### config.mk
export PLATFORM = sky130hd
export DESIGN_NAME = peripheral_bus_controller
export DESIGN_NICKNAME = d
export VERILOG_FILES = /design/src/rtl/peripheral_bus_controller.sv
export SDC_FILE = /design/constraint.sdc
export NUM_CORES = 1
export LEC_CHECK = 0
export BUFFER_PORTS_ARGS = -buffer_cell sky130_fd_sc_hd__buf_2
export CORE_AREA = 5 5 199 124
export CTS_CLUSTER_SIZE = 12
export DETAILED_ROUTE_END_ITERATION = 6
export DIE_AREA = 0 0 204 129
export PLACE_DENSITY = 0.78
export SYNTH_ARGS = -nofsm -noshare
export SYNTH_HDL_FRONTEND = slang
export SYNTH_SLANG_ARGS = --single-unit
### constraint.sdc
create_clock -name clock_100mhz -period 2.05 [get_ports clock_100mhz]
set_input_delay 0.205 -clock clock_100mhz [delete_from_list [all_inputs] [get_ports clock_100mhz]]
set_output_delay 0.205 -clock clock_100mhz [all_outputs]
set_load 0.01 [all_outputs]
### src/rtl/peripheral_bus_controller.sv
// peripheral_bus_controller
// Serialises CPU peripheral requests onto the board I/O (switches, buttons,
// mono LEDs, seven-segment display word) one at a time. Also synchronises the
// switches, debounces the buttons and keeps sticky press events so the CPU
// only ever sees clean, race-free values.
module peripheral_bus_controller #(
    parameter int DEBOUNCE_CYCLES = 1_000_000
) (
    input  logic        clock_100mhz,
    input  logic        reset_n,
    input  logic        req_valid,
    input  logic        req_write,
    input  logic [1:0]  req_addr,
    input  logic [31:0] req_wdata,
    output logic        req_ready,
    output logic        rsp_valid,
    input  logic        rsp_ready,
    output logic [31:0] rsp_rdata,
    output logic        rsp_error,
    input  logic [4:0]  buttons_raw,
    input  logic [15:0] switches,
    output logic [15:0] mono_leds,
    output logic [31:0] display_word,
    output logic        display_override
);

    localparam int               NUM_BUTTONS = 5;
    localparam int               CNT_W       = $clog2(DEBOUNCE_CYCLES);
    localparam logic [CNT_W-1:0] CNT_MAX     = CNT_W'(DEBOUNCE_CYCLES - 1);

    localparam logic [1:0] ADDR_SWITCHES = 2'd0;
    localparam logic [1:0] ADDR_EVENTS   = 2'd1;
    localparam logic [1:0] ADDR_LEDS     = 2'd2;
    localparam logic [1:0] ADDR_DISPLAY  = 2'd3;

    typedef enum logic [1:0] {IDLE, EXEC, RESP} state_t;

    state_t state, state_next;

    logic                       accept;
    logic                       cap_write;
    logic [1:0]                 cap_addr;
    logic [31:0]                cap_wdata;

    logic [15:0]                sw_meta, sw_sync;
    logic [NUM_BUTTONS-1:0]     btn_meta, btn_sync, btn_level;
    logic [NUM_BUTTONS-1:0]     rise_pulse, event_latch, event_clear;
    logic [CNT_W-1:0]           db_cnt [NUM_BUTTONS];

    // Request sequencer state register.
    always_ff @(posedge clock_100mhz) begin
        // NOTE: all clocked state uses non-blocking assignments so every flop
        // samples pre-edge values regardless of block ordering.
        if (!reset_n) state <= IDLE;
        else          state <= state_next;
    end

    // Next-state decode and handshake strobes.
    always_comb begin
        // NOTE: every output of this block gets a default first, so no path
        // through the case leaves a signal unassigned and infers a latch.
        state_next = state;
        req_ready  = 1'b0;
        rsp_valid  = 1'b0;
        case (state)
            IDLE: begin
                req_ready = reset_n;
                if (req_valid && reset_n) state_next = EXEC;
            end
            EXEC: state_next = RESP;
            RESP: begin
                rsp_valid = 1'b1;
                if (rsp_ready) state_next = IDLE;
            end
            default: state_next = IDLE;
        endcase
    end

    assign accept = req_valid && req_ready;

    // Latch the accepted request so EXEC works from a stable copy.
    always_ff @(posedge clock_100mhz) begin
        if (!reset_n) begin
            cap_write <= 1'b0;
            cap_addr  <= '0;
            cap_wdata <= '0;
        end else if (accept) begin
            cap_write <= req_write;
            cap_addr  <= req_addr;
            cap_wdata <= req_wdata;
        end
    end

    // Bits returned by an event read are cleared in the same EXEC cycle.
    assign event_clear = (state == EXEC && !cap_write && cap_addr == ADDR_EVENTS)
                         ? event_latch : '0;

    // Perform the access in EXEC and hold the response until the next one.
    always_ff @(posedge clock_100mhz) begin
        if (!reset_n) begin
            rsp_rdata        <= '0;
            rsp_error        <= 1'b0;
            mono_leds        <= '0;
            display_word     <= '0;
            display_override <= 1'b0;
        end else if (state == EXEC) begin
            rsp_rdata <= '0;
            rsp_error <= 1'b0;
            if (cap_write) begin
                case (cap_addr)
                    ADDR_LEDS:    mono_leds <= cap_wdata[15:0];
                    ADDR_DISPLAY: begin
                        display_word     <= cap_wdata;
                        display_override <= 1'b1;
                    end
                    default:      rsp_error <= 1'b1;
                endcase
            end else begin
                case (cap_addr)
                    ADDR_SWITCHES: rsp_rdata <= {16'b0, sw_sync};
                    ADDR_EVENTS:   rsp_rdata <= {27'b0, event_latch};
                    ADDR_LEDS:     rsp_rdata <= {16'b0, mono_leds};
                    default:       rsp_rdata <= display_word;
                endcase
            end
        end
    end

    // Two-flop synchronisers for the asynchronous switches and buttons.
    always_ff @(posedge clock_100mhz) begin
        if (!reset_n) begin
            sw_meta  <= '0;
            sw_sync  <= '0;
            btn_meta <= '0;
            btn_sync <= '0;
        end else begin
            sw_meta  <= switches;
            sw_sync  <= sw_meta;
            btn_meta <= buttons_raw;
            btn_sync <= btn_meta;
        end
    end

    // Per-button debounce: level flips after DEBOUNCE_CYCLES differing samples.
    always_ff @(posedge clock_100mhz) begin
        if (!reset_n) begin
            btn_level  <= '0;
            rise_pulse <= '0;
            // NOTE: the counter array is reset explicitly; it is a handful of
            // flops, and an unreset count would make the first press timing
            // depend on power-up contents.
            for (int i = 0; i < NUM_BUTTONS; i++) db_cnt[i] <= '0;
        end else begin
            rise_pulse <= '0;
            for (int i = 0; i < NUM_BUTTONS; i++) begin
                if (btn_sync[i] == btn_level[i]) begin
                    db_cnt[i] <= '0;
                end else if (db_cnt[i] == CNT_MAX) begin
                    btn_level[i]  <= btn_sync[i];
                    rise_pulse[i] <= btn_sync[i];
                    db_cnt[i]     <= '0;
                end else begin
                    db_cnt[i] <= db_cnt[i] + CNT_W'(1);
                end
            end
        end
    end

    // Sticky press events; a set in the same cycle as a read-clear wins.
    always_ff @(posedge clock_100mhz) begin
        if (!reset_n) event_latch <= '0;
        else          event_latch <= (event_latch & ~event_clear) | rise_pulse;
    end

endmodule
# Word level (Yosys, flattened, before mapping)
# Memories as Yosys holds them, arrays and structs flattened.
# Cells that the tools add are included.
word_totals:
  input_bits: 60
  ram_bits: 100
  reg_bits: 176
  output_inout_bits: 84
  elab_cells: 178
  mem_count: 1
classes:
  bitwise_logic: 29
  muxes: 81
  eq_ne: 17
  reduce_logical: 21
  addsub: 5
mem_list:
  columns: ["memory", "depth", "width", "read_ports", "rd_clocked_by_memory_dff", "write_ports", "line", "source"]
  rows:
  - ["db_cnt", 5, 20, 5, 0, 5, "48", "logic [CNT_W-1:0] db_cnt [NUM_BUTTONS];"]
op_table:
  columns: ["cell", "n"]
  rows:
  - ["$mux 20", 15]
  - ["$add 20x1->20 const B", 5]
  - ["$eq 20x20->1 const B", 5]
  - ["$pmux 32 s3", 1]
  - ["$mux 1", 60]
  - ["$mux 32", 1]
  - ["$or 1x1->1", 15]
  - ["$reduce_or 3->1", 5]
  - ["$reduce_and 2->1", 6]
  - ["$not 1->1", 11]
  - ["$eq 2x2->1 const B", 3]
  - ["$pmux 2 s3", 1]
  - ["$reduce_and 3->1", 2]
  - ["$and 5x5->5", 1]
  - ["$eq 1x1->1", 5]
  - ["$mux 5", 1]
  - ["$not 5->5", 1]
  - ["$or 5x5->5", 1]
  - ["$eq 2x1->1 const B", 2]
  - ["$logic_and 1x1->1", 4]
  - ["$logic_not 2->1", 2]
  - ["$mux 2", 2]
  - ["$ne 2x2->1 const B", 2]
  - ["$reduce_or 2->1", 1]
  - ["$logic_not 1->1", 1]

# Longest topological paths before layout
depth:
  ltp_word: 7
  mapped_depth: 7
  depth_no_buf: 5

# Worst setup path before layout
# Ideal clock, no wire load.
synth_path:
  path_type: "flip-flop to flip-flop"
  start: "memory db_cnt[1][12] in the netlist's numbering"
  end: "memory db_cnt[1][12] in the netlist's numbering (data pin)"
  period_less_slack_ns: 2.226
  required_ns: 1.796
  t_arrival_ns: 1.972
  stages_incl_launch_ff: 6
  path_buffers: 1
  setup_ns: 0.254
  setup_slack_ns: -0.176
  path_cell_list: "edfxtp_1 or4_1 or4_4 o211ai_4 buf_6 nor2_1"
synth_rtl:
  columns: ["element", "line"]
  rows:
  - ["from (decl)", "48"]

==> impl_metrics.json <==
{
  "outcome": "finished with violations",
  "violations": "setup timing",
  "yosys_warnings": 0,
  "r2r_cells": 5,
  "stdcell_count": 1861,
  "core_mm2": 0.02265,
  "path_clk_slew_ps": 60,
  "crit_path_frequent_cell": "or4_4",
  "synth_area_leaders": "dfxtp_1, edfxtp_1, nand2_1",
  "gr-total-overflow": 0,
  "syn_to_final_growth_pct": 28.82,
  "die_x_um": 204,
  "setup-tns-final_ps": -2478,
  "ir_worst_vdd_v": 0.0005590,
  "max_stage_delay_ps": 570,
  "cp-start-kind": "flop",
  "clockRootBuffer": "clkbuf_16",
  "num_vias": 9729,
  "start_util": 0.5122,
  "crit_slowest_cell": "or4_4",
  "clkLatencyLatePin_ps": 530,
  "die-height_um": 129,
  "fmax_mhz": 455.8,
  "multiInputGateArea_mm2": 0.005245,
  "seqCellArea_mm2": 0.006526,
  "setup_ws_ps": -143.8,
  "clock-skew-final_ps": 10.08,
  "gp_congestion": 0.8582,
  "cts_tree": "built",
  "grt_max_degree": 51,
  "yosysTopAreaCellShare": 0.3037,
  "total_power_mw": 11.09,
  "cts_buffers": 27,
  "clock_path_buffers": 3,
  "grt_use_total": 0.2210,
  "worstReg2RegStart": "db_cnt[1][7]",
  "worstPathArrival_ps": 2470,
  "drtAntennaViolNets": 0,
  "crit_path_end_kind": "flop",
  "fin_nets": 1595,
  "power_density_mw_per_mm2": 742.2,
  "dieArea_mm2": 0.02632,
  "yosysSeqAreaShare": 0.5626,
  "grt_antenna_before_repair": 1,
  "fillCellCount": 1810,
  "via_per_inst": 5.228,
  "hold_path_class": "primary input to flop",
  "rsz0062_at_grt": "yes",
  "placedCellCount": 1751,
  "dr.pass1.iters": 5,
  "synth_seq_cells": 276,
  "clock-sinks": 276,
  "core.rowCount": 43,
  "synth_ff_type": "dfxtp_1",
  "drt_iter0_markers": 669,
  "period_needed_ps": 2194,
  "required_ps": 2330,
  "synthArstFlopShare": 0,
  "io-pin-count": 144,
  "synth_top_area_cell": "dfxtp_1",
  "grt_pass1_vias": 9476,
  "maxSlewViolCount": 0,
  "synth_cells": 1181,
  "final-hold-violation-count": 0,
  "drc": 0,
  "synth-edff-count": 100,
  "grt_pass1_wl_um": 47830,
  "maxCapViolCount": 0,
  "worst-path-buf-inv": 1,
  "port_buffers": 143,
  "drive_gt1_frac": 0.1890,
  "routedWlPerCell_um": 15.89,
  "htree_levels": 1,
  "tightest_slew_ps": 1125,
  "timing.rr.end": "db_cnt[1][13]",
  "setup-violations-final": 19,
  "syn_area_mm2": 0.01160,
  "p_leak_nw": 5.688,
  "totalWireLength_um": 29570,
  "hold_end": "sw_sync[6]",
  "reg2reg_slack_ps": -140,
  "hold_path_depth": 2,
  "crit_path_max_fanout": 19,
  "period_share": 1.070,
  "min_from": "reset_n",
  "syn-mean-instance-area_um2": 9.823,
  "dp_hpwl_um": 20640,
  "synth_cell_types": 55,
  "worstPathCellList": "or4_4 -> or4_4 -> o211ai_4 -> buf_12 -> nor2_1",
  "max_slew_margin": 0.2475,
  "criticalPathCategory": "flop to flop",
  "crit_family": "simple AND/OR/NAND/NOR gates"
}
-- logic make-up after synthesis --
family | count (synthesis) | synth area share
adder cells (fa/ha/maj) | 5 | 0.005393
AND/OR/NAND/NOR | 540 | 0.2275
flip-flops | 276 | 0.5626
XOR/XNOR | 69 | 0.05209
multiplexers | 32 | 0.03333
other | 1 | 0.0003232
buffers and inverters | 77 | 0.02610
AO/OA/AOI/OAI | 181 | 0.09275
-- cell usage after synthesis (all sizes together), types with 3 or more instances --
cell / number
edfxtp: 100
or4: 17
a222oi: 3
xnor2: 38
o31ai: 12
or4b: 5
inv: 19
and4: 8
nand2: 173
o21ai: 24
a22oi: 29
nor4: 15
ha: 5
nand3: 43
nor3b: 4
or2: 3
or3: 17
and3: 13
and2: 44
nor2b: 3
mux2: 3
nor2: 135
nor4b: 6
dfxtp: 176
clkbuf: 47
o211ai: 3
nor3: 19
mux4: 5
a21oi: 104
mux2i: 24
buf: 10
xor2: 31
nand4: 29
-- state kept, by name (all words and copies together) (netlist names) --
| signal | count |
|---|---|
| rsp_rdata | 32 |
| event_latch | 5 |
| cap_wdata | 32 |
| rise_pulse | 5 |
| cap_addr | 2 |
| display_override | 1 |
| state | 2 |
| sw_sync | 16 |
| cap_write | 1 |
| sw_meta | 16 |
| btn_meta | 5 |
| btn_level | 5 |
| display_word | 32 |
| btn_sync | 5 |
| db_cnt | 100 |
| mono_leds | 16 |
| rsp_error | 1 |
-- worst reg2reg max path, cell delays in order, from the launching register on --
cell      delay, ps
edfxtp_1        400
or4_4           550
or4_4           570
o211ai_4        190
buf_12          170
nor2_1           70
-- worst max path at each step --
stage	start	end	slack [ps]	depth (start not counted)
after global routing	db_cnt[1][7]	db_cnt[1][18]	-210	5
after floorplan	db_cnt[1][12]	db_cnt[1][12]	-180	5
after detailed placement	db_cnt[1][7]	db_cnt[1][18]	-140	5
after CTS	db_cnt[1][7]	db_cnt[1][18]	-140	5
after global placement	db_cnt[1][7]	db_cnt[1][16]	-100	5
final	db_cnt[1][7]	db_cnt[1][13]	-140	5
-- stage by stage --
stage                     setup slack, ps    util  hold WS [ps]  instance area [µm²]
after floorplan                    -175.9       -         332.3                12000
after global placement             -95.16  0.5963         413.6                13510
after detailed placement           -144.3  0.5963         415.5                13510
after CTS                          -143.3  0.6556         107.2                14850
after global routing               -209.4  0.6598         127.3                14940
final                              -143.8  0.6598         135.9                14940
-- repair_timing --
item                                    CTS  global route
resized for setup                         2            10
hold buffers                             57             0
setup buffers                             2             6
endpoints found under the setup margin   38            83
endpoints found under the hold margin    57             0
pin swaps                                 0             4
-- report_power, final --
group	switching, mW	total [mW]	leakage [nW]	internal [mW]
sequential	0.128	5.96	2.46	5.84
combinational	0.375	0.697	2.86	0.322
clock	1.97	4.43	0.364	2.46
total	2.48	11.1	5.69	8.62
-- placed cells by master, fill, tap and decap left out, drive strengths merged, types with 31 or more instances in the layout --
| cell | netlist | final |
|---|---|---|
| buf | 10 | 221 |
| dfxtp | 176 | 176 |
| nand2 | 173 | 173 |
| nor2 | 135 | 135 |
| a21oi | 104 | 104 |
| edfxtp | 100 | 100 |
| conb | 1 | 100 |
| dlygate4sd3 | 0 | 57 |
| and2 | 44 | 44 |
| nand3 | 43 | 43 |
| clkbuf | 47 | 42 |
| xnor2 | 38 | 38 |
| xor2 | 31 | 31 |
-- metal layers --
layer  track usage  share of wire
met1        0.3112           0.46
met3       0.04257          0.070
met2        0.3550           0.45
met4       0.05866          0.023
met5             0              0
-- layout make-up --
type                    count  area share
diodes                      1   0.0001674
inverters                  20    0.005191
repair buffers            278      0.1303
flip-flops and latches    276      0.4367
multi-input cells         927      0.3510
clock buffers              42     0.04965
well taps                 315     0.02637
clock inverters             2   0.0006698
(Power assumes the default switching activity.)
